File: src/rtl/ultrasonic_ranger.sv
// ultrasonic_ranger: HC-SR04 trigger/echo timer with a power-of-two
// boxcar average and a thermometer-coded bar display.
module ultrasonic_ranger #(
    parameter int CLKS_PER_US = 40,
    parameter int PERIOD_US   = 60000,
    parameter int TRIG_US     = 20,
    parameter int MAX_US      = 3552,
    parameter int WIDTH       = 12,
    parameter int AVG_LOG2    = 3,
    parameter int NBARS       = 8
) (
    input  logic             clk,
    input  logic             reset,
    input  logic             enable,
    input  logic             echo,
    output logic             trig,
    output logic [WIDTH-1:0] dist_us,
    output logic             dist_valid,
    output logic             timeout,
    output logic [WIDTH-1:0] avg_us,
    output logic             avg_valid,
    output logic [NBARS-1:0] bars
);

    localparam int N    = 1 << AVG_LOG2;
    localparam int SW   = WIDTH + AVG_LOG2;
    localparam int PSW  = (CLKS_PER_US > 1) ? $clog2(CLKS_PER_US) : 1;
    localparam int PW   = (PERIOD_US > 1) ? $clog2(PERIOD_US) : 1;
    localparam int TW   = (TRIG_US > 1) ? $clog2(TRIG_US) : 1;
    localparam int AW   = (AVG_LOG2 > 0) ? AVG_LOG2 : 1;
    localparam int STEP = MAX_US / NBARS;

    localparam logic [WIDTH-1:0] MAXV = WIDTH'(MAX_US);

    localparam logic [2:0] ST_IDLE = 3'd0;
    localparam logic [2:0] ST_TRIG = 3'd1;
    localparam logic [2:0] ST_WAIT = 3'd2;
    localparam logic [2:0] ST_MEAS = 3'd3;
    localparam logic [2:0] ST_DONE = 3'd4;

    logic [PSW-1:0]   presc;
    logic             tick;
    logic             echo_q1;
    logic             echo_s;
    logic [2:0]       state;
    logic [PW-1:0]    per_cnt;
    logic [TW-1:0]    trig_cnt;
    logic [WIDTH-1:0] cnt;
    logic             per_end;
    logic             emit;
    logic [WIDTH-1:0] ring [N];
    logic [AW-1:0]    wp;
    logic [SW-1:0]    sum;
    logic [SW-1:0]    new_sum;

    assign tick    = (presc == PSW'(CLKS_PER_US - 1));
    assign per_end = tick && (per_cnt == PW'(PERIOD_US - 1));

    // A sample leaves only from the listening states; IDLE/TRIG never emit.
    assign emit = per_end &&
                  ((state == ST_WAIT) ||
                   (state == ST_MEAS) ||
                   (state == ST_DONE));

    // Microsecond prescaler, tick on the terminal count.
    always_ff @(posedge clk or posedge reset) begin
        if (reset) begin
            presc <= '0;
        end else if (tick) begin
            presc <= '0;
        end else begin
            presc <= presc + 1'b1;
        end
    end

    // Two-flop synchronizer for the asynchronous echo pin.
    always_ff @(posedge clk or posedge reset) begin
        if (reset) begin
            echo_q1 <= 1'b0;
            echo_s  <= 1'b0;
        end else begin
            echo_q1 <= echo;
            echo_s  <= echo_q1;
        end
    end

    // Measurement sequencer: trigger, listen for the first echo, hold to period end.
    always_ff @(posedge clk or posedge reset) begin
        if (reset) begin
            state    <= ST_IDLE;
            per_cnt  <= '0;
            trig_cnt <= '0;
            cnt      <= '0;
            trig     <= 1'b0;
        end else begin
            if (tick && (state != ST_IDLE) && !emit) begin
                per_cnt <= per_cnt + 1'b1;
            end
            case (state)
                ST_IDLE: begin
                    if (tick && enable) begin
                        state    <= ST_TRIG;
                        per_cnt  <= '0;
                        trig_cnt <= '0;
                        cnt      <= '0;
                        trig     <= 1'b1;
                    end
                end
                ST_TRIG: begin
                    if (tick) begin
                        if (trig_cnt == TW'(TRIG_US - 1)) begin
                            state <= ST_WAIT;
                            trig  <= 1'b0;
                        end else begin
                            trig_cnt <= trig_cnt + 1'b1;
                        end
                    end
                end
                ST_WAIT: begin
                    if (emit) begin
                        state <= ST_IDLE;
                    end else if (tick && echo_s) begin
                        // the tick that sees the rise is the first counted one
                        state <= ST_MEAS;
                        cnt   <= WIDTH'(1);
                    end
                end
                ST_MEAS: begin
                    if (emit) begin
                        state <= ST_IDLE;
                    end else if (!echo_s) begin
                        // any later pulse in this period is ignored
                        state <= ST_DONE;
                    end else if (tick && (cnt != MAXV)) begin
                        cnt <= cnt + 1'b1;
                    end
                end
                ST_DONE: begin
                    if (emit) begin
                        state <= ST_IDLE;
                    end
                end
                default: begin
                    state <= ST_IDLE;
                    trig  <= 1'b0;
                end
            endcase
        end
    end

    // Raw sample register, loaded on the period-end tick.
    always_ff @(posedge clk or posedge reset) begin
        if (reset) begin
            dist_us    <= MAXV;
            timeout    <= 1'b0;
            dist_valid <= 1'b0;
        end else begin
            dist_valid <= emit;
            if (emit) begin
                if (state == ST_WAIT) begin
                    // no echo rise this period
                    dist_us <= MAXV;
                    timeout <= 1'b1;
                end else begin
                    dist_us <= cnt;
                    timeout <= (cnt == MAXV);
                end
            end
        end
    end

    assign new_sum = sum - SW'(ring[wp]) + SW'(dist_us);

    // Boxcar filter: replace the oldest entry and adjust the running sum.
    always_ff @(posedge clk or posedge reset) begin
        if (reset) begin
            for (int i = 0; i < N; i++) begin
                ring[i] <= MAXV;
            end
            sum       <= SW'(MAX_US * N);
            wp        <= '0;
            avg_us    <= MAXV;
            avg_valid <= 1'b0;
        end else begin
            avg_valid <= dist_valid;
            if (dist_valid) begin
                ring[wp] <= dist_us;
                sum      <= new_sum;
                avg_us   <= new_sum[SW-1:AVG_LOG2];
                wp       <= (wp == AW'(N - 1)) ? '0 : wp + 1'b1;
            end
        end
    end

    // Thermometer bar: segment i lights once avg_us exceeds i*STEP.
    always_comb begin
        for (int i = 0; i < NBARS; i++) begin
            bars[i] = (avg_us > WIDTH'(i * STEP));
        end
    end

endmodule

File: config.mk
export PLATFORM = sky130hd
export DESIGN_NAME = ultrasonic_ranger
export DESIGN_NICKNAME = d
export VERILOG_FILES = /design/src/rtl/ultrasonic_ranger.sv
export SDC_FILE = /design/constraint.sdc
export NUM_CORES = 1
export LEC_CHECK = 0
export ABC_AREA = 1
export BUFFER_PORTS_ARGS = -buffer_cell sky130_fd_sc_hd__buf_2
export CAP_MARGIN = 20
export CORE_ASPECT_RATIO = 0.5
export CORE_MARGIN = 5
export CORE_UTILIZATION = 58
export CTS_BUF_LIST = sky130_fd_sc_hd__clkbuf_8
export CTS_CLUSTER_SIZE = 28
export DETAILED_ROUTE_END_ITERATION = 8
export PLACE_DENSITY = 0.77
export SYNTH_ARGS = -nofsm -noshare
export SYNTH_HDL_FRONTEND = slang
export SYNTH_SLANG_ARGS = --single-unit
File: constraint.sdc
create_clock -name clk -period 4.6 [get_ports clk]
set_clock_uncertainty 0.1 [all_clocks]
set_input_delay 0.23 -clock clk [delete_from_list [all_inputs] [get_ports clk]]
set_output_delay 0.23 -clock clk [all_outputs]
set_load 0.005 [all_outputs]
# Word level (Yosys, flattened, before mapping)
# Cells that the tools add are included.
[totals] regBits=186 input_bits=4 output_inout_bits=36 word_cells=121
[classes] addsub=7 order_cmp=10 n_eq_ne=22 muxes=37 bitwise_logic=2 reduce_logical=20
[ops] cell="$mux 12" count=10
[ops] cell="$bwmux 96" count=1
[ops] cell="$mux 16" count=3
[ops] cell="$bmux 12 s3" count=1
[ops] cell="$demux 12 s3" count=1
[ops] cell="$gt 12x12->1 const B" count=3
[ops] cell="$pmux 12 s3" count=1
[ops] cell="$mux 3" count=9
[ops] cell="$gt 12x11->1 const B" count=2
[ops] cell="$add 16x1->16 const B" count=1
[ops] cell="$eq 16x16->1 const B" count=1
[ops] cell="$ne 2x2->1 const B" count=8
[ops] cell="$add 15x12->15" count=1
[ops] cell="$mux 5" count=3
[ops] cell="$pmux 3 s5" count=1
[ops] cell="$sub 15x12->15" count=1
[ops] cell="$add 12x1->12 const B" count=1
[ops] cell="$eq 12x12->1 const B" count=1
[ops] cell="$gt 12x1->1 const B" count=1
[ops] cell="$gt 12x10->1 const B" count=1
[ops] cell="$gt 12x9->1 const B" count=1
[ops] cell="$ne 12x12->1 const B" count=1
[ops] cell="$pmux 5 s2" count=1
[ops] cell="$logic_and 1x1->1" count=8
[ops] cell="27 further kinds" count=36

# Logic depth before layout (Yosys ltp)
# Gate-level depths: netlist (run 1).
[logic_depth] depth_word=9 depth_mapped=19 ltp_nobuf=18

# Worst setup path after synthesis (run 1)
# No wires, ideal clock.
[synth_timing] path_type="register -> register" startpoint="register wp[1]" endpoint="register avg_us[9]" setup_ns=0.118 arrival_ns=2.741 t_required_ns=4.382 path_slack_ns=1.641 path_stages_with_launch=15 n_path_buf=1 synth_period_minus_slack_ns=2.959 path_cell_list="dfrtp_1 -> nor2_1 -> clkbuf_1 -> o21a_1 -> o21ai_0 -> o2111ai_1 -> fa_1 -> inv_1 -> ha_1 -> or2_2 -> and2_1 -> nand3_1 -> nand4_1 -> nand3_1 -> nand2_1"
[synth_via] elab_chain_cells=6
[synth_rtl] element="start, declared" line_no="52" rtl="logic [AW-1:0] wp;"
[synth_rtl] element="start signal, assigned" line_no="190" rtl="wp <= (wp == AW'(N - 1)) ? '0 : wp + 1'b1;"
[synth_rtl] element="$not 3->4 (implied by the code)" line_no="172" rtl="assign new_sum = sum - SW'(ring[wp]) + SW'(dist_us);"
[synth_rtl] element="$bmux 12 s3" line_no="172"
[synth_rtl] element="$mux 12 (implied by the code) (2 in series)" line_no="172"
[synth_rtl] element="$sub 15x12->15" line_no="172"
[synth_rtl] element="$add 15x12->15" line_no="172"
[synth_rtl] element="end signal, assigned" line_no="189" rtl="avg_us <= new_sum[SW-1:AVG_LOG2];"
[synth_rtl] element="end, declared" line_no="20" rtl="output logic [WIDTH-1:0] avg_us,"
# Every way passes these cells. The select of a mux whose other input is x is not followed.
# A chain may end at the register's enable or synchronous reset.

# Final worst setup path (run 1)
[layout_timing] startpoint="register wp[1]" endpoint="register avg_us[5]"
# Same word-level chain as after synthesis.

==> flow_summary.toml, run 1 <==
[outcome]
run_status = "finished clean"

[timing]
min_period_ns = 3.529
timing_worst_slew_pin_value_ns = 0.9159
relSlewSlack_pct = 38.94
setup_total_negative_slack_ns = 0
rsz_0062_raised_after_global_routing = "false"
hold_violations = 0
period_share_pct = 76.71
worst_hold_slack_ns = 0.02355
maxClockFrequency_mhz = 283.4
setup_viol = 0
finalMaxSlewViolations = 0

[min_path]
hold_start = "enable"
worst_hold_path_type = "input pin to register"

[clocking]
max-clock-path-buffers = 2
clkLatencyLatePin_ns = 0.46
cts_inserted_buffers = 17
ctsRootBufferMaster = "sky130_fd_sc_hd__clkbuf_8"
ctsHtreeMaxLevel = 4
clock_sink_count = 174
tritoncts = "yes"
post_cts_buffers = 0
clk_transition_reported_paths_ns = 0.10

[global_route]
pin_count_of_the_biggest_net_entering_global_routing = 175
grt_first_pass_wirelength_um = 40520
globalRoute.totalOverflow = 0
vias_in_the_first_global_route = 7947
grt_use_total_pct = 24.85
initial_antenna_violation_count = 0

[yosys]
synth_warnings = 0
synth_edf_count = 0
postSynthAreaPerCell_um2 = 7.911
synth_top_cell_by_area = "sky130_fd_sc_hd__dfrtp_1"
postSynthRegisterBits = 174
syn_area_mm2 = 0.009952
synth_top_cells_by_area = "sky130_fd_sc_hd__dfrtp_1 29%, sky130_fd_sc_hd__dfstp_2 16%, sky130_fd_sc_hd__nand2_1 12%"
yosysUniqueCellTypes = 49
synthDominantCellAreaShare_pct = 28.66
yosysSeqAreaShare_pct = 44.51
synthesis.instances = 1258
synth.net_count = 1302
synth_async_sr_flop_share_pct = 100.0
synth_top_flop_cell = "sky130_fd_sc_hd__dfrtp_1"

[drt]
detail_route.iter0.violations = 750
vias = 8460
avgViaCountPerCell = 5.606
drc_errors = 0
detail-route-antenna-nets = 0
detail_route.wirelength_um = 23750
routed_wire_length_per_instance_um = 15.74
firstDrtPassIters = 6

[setup_path]
crit_path_cell_trace = "inv_1, nor2_1, buf_4, o21ai_0, o2111ai_1, fa_1, inv_1, ha_1, a21oi_1, nand2_1, nand2_1, nand3_1, nand2_1, nand3_1, nand2_1"
max_fo_critical_path = 9
endpoint = "avg_us[5]"
timing.rr.end = "avg_us[5]"
regToRegSetupSlack_ns = 1.07
critical_path_required_ns = 4.90
critPathLaunchType = "register"
cell_count_along_the_critical_path = 15
arrival_ns = 3.83
critPathKind = "register to register"
origin_of_the_worst_setup_path = "wp[1]"
critical_path.most_common_cell = "sky130_fd_sc_hd__nand2_1"
crit_path_max_incr_delay_ns = 0.49
register_to_register_path_depth = 15
regToRegStartpoint = "wp[1]"
worst-path-buf-inv = 3
critPathTopFamily = "simple AND/OR/NAND/NOR gates"
endpoint_class_of_the_critical_path = "register"
worst_path_max_delay_cell = "sky130_fd_sc_hd__nor2_1"

[pwr]
power.density_cell_area_mw_per_mm2 = 254.7
ir_drop_mv = 0.2010
cellLeakagePower_nw = 5.133

[floorplan]
die_width_um = 195.3
initial_utilization_pct = 59.96
floorplan.rows = 33
io_pins = 40
floorplan.die.height_um = 102.6
die_area_mm2 = 0.02004
core_area_mm2 = 0.01660

[finish]
area_delta_synth_final_pct = 6.915
layout-drive-gt1-share_pct = 13.34
final.fill_count = 1463
multi_input_area_mm2 = 0.004741
seqCellArea_mm2 = 0.004429
fin_nets = 1313
antenna_cells = 0

[placed_design]
globalplace.congestion = 0.9337
hpwl_after_dpl_um = 16280
numPortBuffers = 39

[flow_run]
cap_violations = 0
[cells by family after synthesis]
kind of cell,after synthesis,share of synthesized area (%)
adder cells (fa/ha/maj),40,5.934
AND/OR/NAND/NOR,587,25.89
buffers and inverters,185,7.858
XOR/XNOR,18,1.584
AO/OA/AOI/OAI,253,14.13
flip-flops,174,44.51
multiplexers,1,0.1006
[area by class of cell]
class / count / area share [%]
flip-flops and latches: 174 / 41.63
clock buffers: 19 / 2.458
multi-input cells: 899 / 44.56
well taps: 227 / 2.669
clock inverters: 13 / 1.446
inverters: 129 / 4.610
repair buffers: 48 / 2.634
[per-layer routing]
| layer | wire length [um] | global-route usage [%] |
|---|---|---|
| met1 | 11250 | 35.84 |
| met5 | 0 | 1.157 |
| met4 | 336 | 6.649 |
| met2 | 10550 | 39.52 |
| met3 | 1614 | 4.375 |
[tightest hold or removal path: cells and delay by family]
kind	cells	cell delay, ns
buffers and inverters	2	0.20
AO/OA/AOI/OAI	1	0.08
AND/OR/NAND/NOR	1	0.05
[where the power goes]
| part | switching (mW) | internal (mW) |
|---|---|---|
| Combinational | 0.0294 | 0.00393 |
| Clock | 0.617 | 0.527 |
| Sequential | 0.000390 | 1.53 |
[what timing repair did]
| item | in CTS | in global routing |
|---|---|---|
| endpoints found under the hold margin | 23 | 0 |
| gates resized for setup | 0 | 0 |
| hold buffers | 2 | 0 |
| setup endpoints to repair | 0 | 0 |
[cell usage after synthesis (5+ instances only)]
library cell	n
sky130_fd_sc_hd__nand4_1	23
sky130_fd_sc_hd__nand2_1	313
sky130_fd_sc_hd__o2111ai_1	9
sky130_fd_sc_hd__dfstp_2	60
sky130_fd_sc_hd__a21oi_1	41
sky130_fd_sc_hd__nor2_1	115
sky130_fd_sc_hd__xor2_1	16
sky130_fd_sc_hd__nor2_2	5
sky130_fd_sc_hd__inv_2	7
sky130_fd_sc_hd__fa_1	12
sky130_fd_sc_hd__buf_2	5
sky130_fd_sc_hd__o21ai_0	153
sky130_fd_sc_hd__o22ai_1	7
sky130_fd_sc_hd__inv_1	116
sky130_fd_sc_hd__buf_4	15
sky130_fd_sc_hd__dfrtp_1	114
sky130_fd_sc_hd__clkinv_1	5
sky130_fd_sc_hd__o21a_1	21
sky130_fd_sc_hd__ha_1	28
sky130_fd_sc_hd__nand2_4	5
sky130_fd_sc_hd__clkbuf_1	31
sky130_fd_sc_hd__nor3_1	19
sky130_fd_sc_hd__nand3_1	83
sky130_fd_sc_hd__o211ai_1	10
[how the worst min path moves through the flow]
stage / slack, ns / cells past startpoint / end
after CTS: 0.005 / 4 / per_cnt[13]
final: 0.02 / 4 / per_cnt[13]
after floorplan: 0.16 / 0 / echo_q1
after global routing: 0.03 / 4 / per_cnt[15]
after detailed placement: 0.24 / 1 / echo_q1
after global placement: 0.24 / 0 / echo_s
[registers in the layout, indices dropped and copies added (netlist names)]
register,count
per_cnt,16
wp,3
dist_valid,1
cnt,12
avg_us,12
dist_us,12
echo_q1,1
sum,3
avg_valid,1
timeout,1
state,3
echo_s,1
presc,6
trig,1
ring,96
trig_cnt,5
[cells in the final DEF, fill, tap and decap left out, types with 3 or more instances in the layout]
cell type                      n
sky130_fd_sc_hd__o22ai_1       7
sky130_fd_sc_hd__o21ai_0     153
sky130_fd_sc_hd__buf_2        39
sky130_fd_sc_hd__o21a_1       21
sky130_fd_sc_hd__inv_2         7
sky130_fd_sc_hd__nand2_4       5
sky130_fd_sc_hd__o21ai_1       4
sky130_fd_sc_hd__nand3_1      83
sky130_fd_sc_hd__or2_2         3
sky130_fd_sc_hd__nor2_1      115
sky130_fd_sc_hd__nor3_1       19
sky130_fd_sc_hd__fa_1         12
sky130_fd_sc_hd__nand3_2       3
sky130_fd_sc_hd__nand4_1      23
sky130_fd_sc_hd__o2111ai_1     9
sky130_fd_sc_hd__a21oi_1      41
sky130_fd_sc_hd__nor2_2        5
sky130_fd_sc_hd__buf_4         6
sky130_fd_sc_hd__clkinvlp_4    3
sky130_fd_sc_hd__inv_6         5
sky130_fd_sc_hd__and3_1        3
sky130_fd_sc_hd__dfstp_2      60
sky130_fd_sc_hd__clkinv_1      5
sky130_fd_sc_hd__nand3b_1      3
sky130_fd_sc_hd__inv_1       116
sky130_fd_sc_hd__dfrtp_1     114
sky130_fd_sc_hd__nor2_4        4
sky130_fd_sc_hd__nand2_1     313
sky130_fd_sc_hd__o211ai_1     10
sky130_fd_sc_hd__ha_1         28
sky130_fd_sc_hd__clkbuf_8     19
sky130_fd_sc_hd__xor2_1       16
[stage by stage]
step	instances	cell area, um2	utilization (%)	setup WS [ns]	total power [mW]
final	1509	10640	64.10	1.071	2.710
after global routing	1509	10640	64.10	0.7933	2.801
after CTS	1509	10640	64.10	1.165	2.734
after detailed placement	1475	10200	61.48	1.222	1.595
after global placement	1475	10200	61.48	1.285	1.594
after floorplan	1258	9956	-	1.641	1.583
No activity file was read; power rests on OpenSTA's default activity.
==> run 2, diff against run 1 <==
CORE_UTILIZATION = 65   (was 58)
PLACE_DENSITY = 0.81   (was 0.77)
clock period = 3.6 ns   (was 4.6 ns; I/O delays follow)
==> flow_summary.toml, run 2 (synthesis gave the netlist of run 1 again) <==
[outcome]
run_status = "finished clean"

[clocking]
max-clock-path-buffers = 2
cts_inserted_buffers = 17
ctsHtreeMaxLevel = 4
postCtsResizedCells = 0
tritoncts = "yes"
ctsRootBufferMaster = "sky130_fd_sc_hd__clkbuf_8"
clk_transition_reported_paths_ns = 0.10
clock_sink_count = 174
clkLatencyLatePin_ns = 0.48

[drt]
detail-route-antenna-nets = 0
routed_wire_length_per_instance_um = 16.74
vias = 8734
firstDrtPassIters = 7
detail_route.iter0.violations = 1036
wl_met1_um = 10910
avgViaCountPerCell = 5.834
drc_errors = 0
dr_wl_met3_um = 1993
detail_route.wirelength_um = 25060
wl_met2_um = 11610
topRoutingLayerUsed = "met4"

[timing]
period_share_pct = 91.27
hold_violations = 0
setup_viol = 0
timing_worst_slew_pin_value_ns = 0.9521
maxClockFrequency_mhz = 304.4
min_period_ns = 3.286
final_critical_path_setup_slack_ns = 0.3144
setup_total_negative_slack_ns = 0
rsz_0062_raised_after_global_routing = "false"
finalMaxSlewViolations = 0
relSlewSlack_pct = 36.39

[min_path]
hold_start = "echo"
worst_hold_path_type = "input pin to register"

[floorplan]
initial_utilization_pct = 65.41
core_area_mm2 = 0.01521
die_width_um = 185.0
io_pins = 40
die_area_mm2 = 0.01804
floorplan.die.height_um = 97.50
floorplan.rows = 32

[placed_design]
hpwl_after_dpl_um = 17470
numPortBuffers = 39
globalplace.congestion = 0.9226
dp_worst_setup_slack_ns = 0.4345

[pwr]
ir_drop_mv = 0.2269
cellLeakagePower_nw = 5.182
power.density_cell_area_mw_per_mm2 = 320.6
power.total_mw = 3.436

[finish]
top_register = "ring"
post-route-util_pct = 70.44
layout_commonest_cell = "sky130_fd_sc_hd__nand2_1"
antenna_cells = 0
layout-drive-gt1-share_pct = 14.08
flip_flop_count_of_the_largest_register_after_layout = 96
area_delta_synth_final_pct = 7.694
reg_top3 = "ring: 96 flops, per_cnt: 16 flops"
fin_nets = 1324
most-common-layout-cells = "313 x sky130_fd_sc_hd__nand2_1, 153 x sky130_fd_sc_hd__o21ai_0, 115 x sky130_fd_sc_hd__inv_1, 115 x sky130_fd_sc_hd__nor2_1, 114 x sky130_fd_sc_hd__dfrtp_1"

[setup_path]
max_fo_critical_path = 13
regToRegSetupSlack_ns = 0.31
critical_path_required_ns = 3.91
arrival_ns = 3.60
regToRegStartpoint = "wp[1]"
origin_of_the_worst_setup_path = "wp[1]"
endpoint_class_of_the_critical_path = "register"
critPathKind = "register to register"
critPathLaunchType = "register"

[global_route]
grt_use_total_pct = 28.61
globalRoute.totalOverflow = 0
pin_count_of_the_biggest_net_entering_global_routing = 86
initial_antenna_violation_count = 0
grt_first_pass_wirelength_um = 41920
vias_in_the_first_global_route = 8410

[flow_run]
cap_violations = 0
run 2: cell count changes in the layout (fill, tap and decap cells not counted), sizes merged:
cell	change
clkinv	+4
buf	+10
inv	-1
clkbuf	-2
bufinv	-1
dlygate4sd3	+1
run 2: final timing paths:
kind	to	cells past startpoint
min in group asynchronous	avg_valid	3
worst min-delay path	echo_q1	2
worst min register to register	echo_s	0
max in group asynchronous	ring[55]	4
worst max register to register	avg_us[10]	14
worst max-delay path	avg_us[10]	14
run 2: final cells by class:
type                       count  area [um2]
fill                        1253        4497
sequential                   174        4429
clock inverter                15       177.7
timing repair buffer          59       390.4
tap                          204       255.2
inverter                     129       490.5
multi-input combinational    899        4741
clock buffer                  17       234.0
run 2: critical path: stages, from the launching register on:
cell	delay [ns]
sky130_fd_sc_hd__dfrtp_1	0.42
sky130_fd_sc_hd__nand2_1	0.11
sky130_fd_sc_hd__inv_1	0.40
sky130_fd_sc_hd__o211ai_1	0.23
sky130_fd_sc_hd__o2111ai_1	0.24
sky130_fd_sc_hd__fa_1	0.48
sky130_fd_sc_hd__inv_1	0.08
sky130_fd_sc_hd__ha_1	0.31
sky130_fd_sc_hd__a21oi_1	0.32
sky130_fd_sc_hd__nand2_1	0.10
sky130_fd_sc_hd__a21oi_1	0.18
sky130_fd_sc_hd__nand2_1	0.07
sky130_fd_sc_hd__nand2_1	0.06
sky130_fd_sc_hd__nand3_1	0.06
sky130_fd_sc_hd__nand2_1	0.07
run 2: timing repair:
| action | 4_1_cts | 5_1_grt |
|---|---|---|
| hold buffers | 3 | 0 |
| endpoints found under the hold margin | 44 | 0 |
| setup buffers | 0 | 0 |
run 2: stage by stage:
stage / cells / hold slack [ns] / instance area (um2)
floorplan: 1258 / 0.1114 / 9956
global placement: 1462 / 0.1923 / 10280
detailed placement: 1462 / 0.1925 / 10280
CTS: 1497 / 0.2368 / 10720
global route: 1497 / 0.2557 / 10720
finish: 1497 / 0.2507 / 10720
run 2: report_power, final:
| part | leakage (nW) | internal [mW] | switching, mW | total (mW) |
|---|---|---|---|---|
| Sequential | 2.12 | 1.96 | 0.000554 | 1.96 |
| Clock | 0.202 | 0.588 | 0.843 | 1.43 |
| Combinational | 2.85 | 0.00802 | 0.0389 | 0.0469 |
run 2: routing by layer:
layer | global-route usage [%] | vias up
li1 | - | 4169
met1 | 40.41 | 4120
met2 | 45.26 | 386
met3 | 5.198 | 59
met4 | 8.906 | 0
met5 | 0 | -
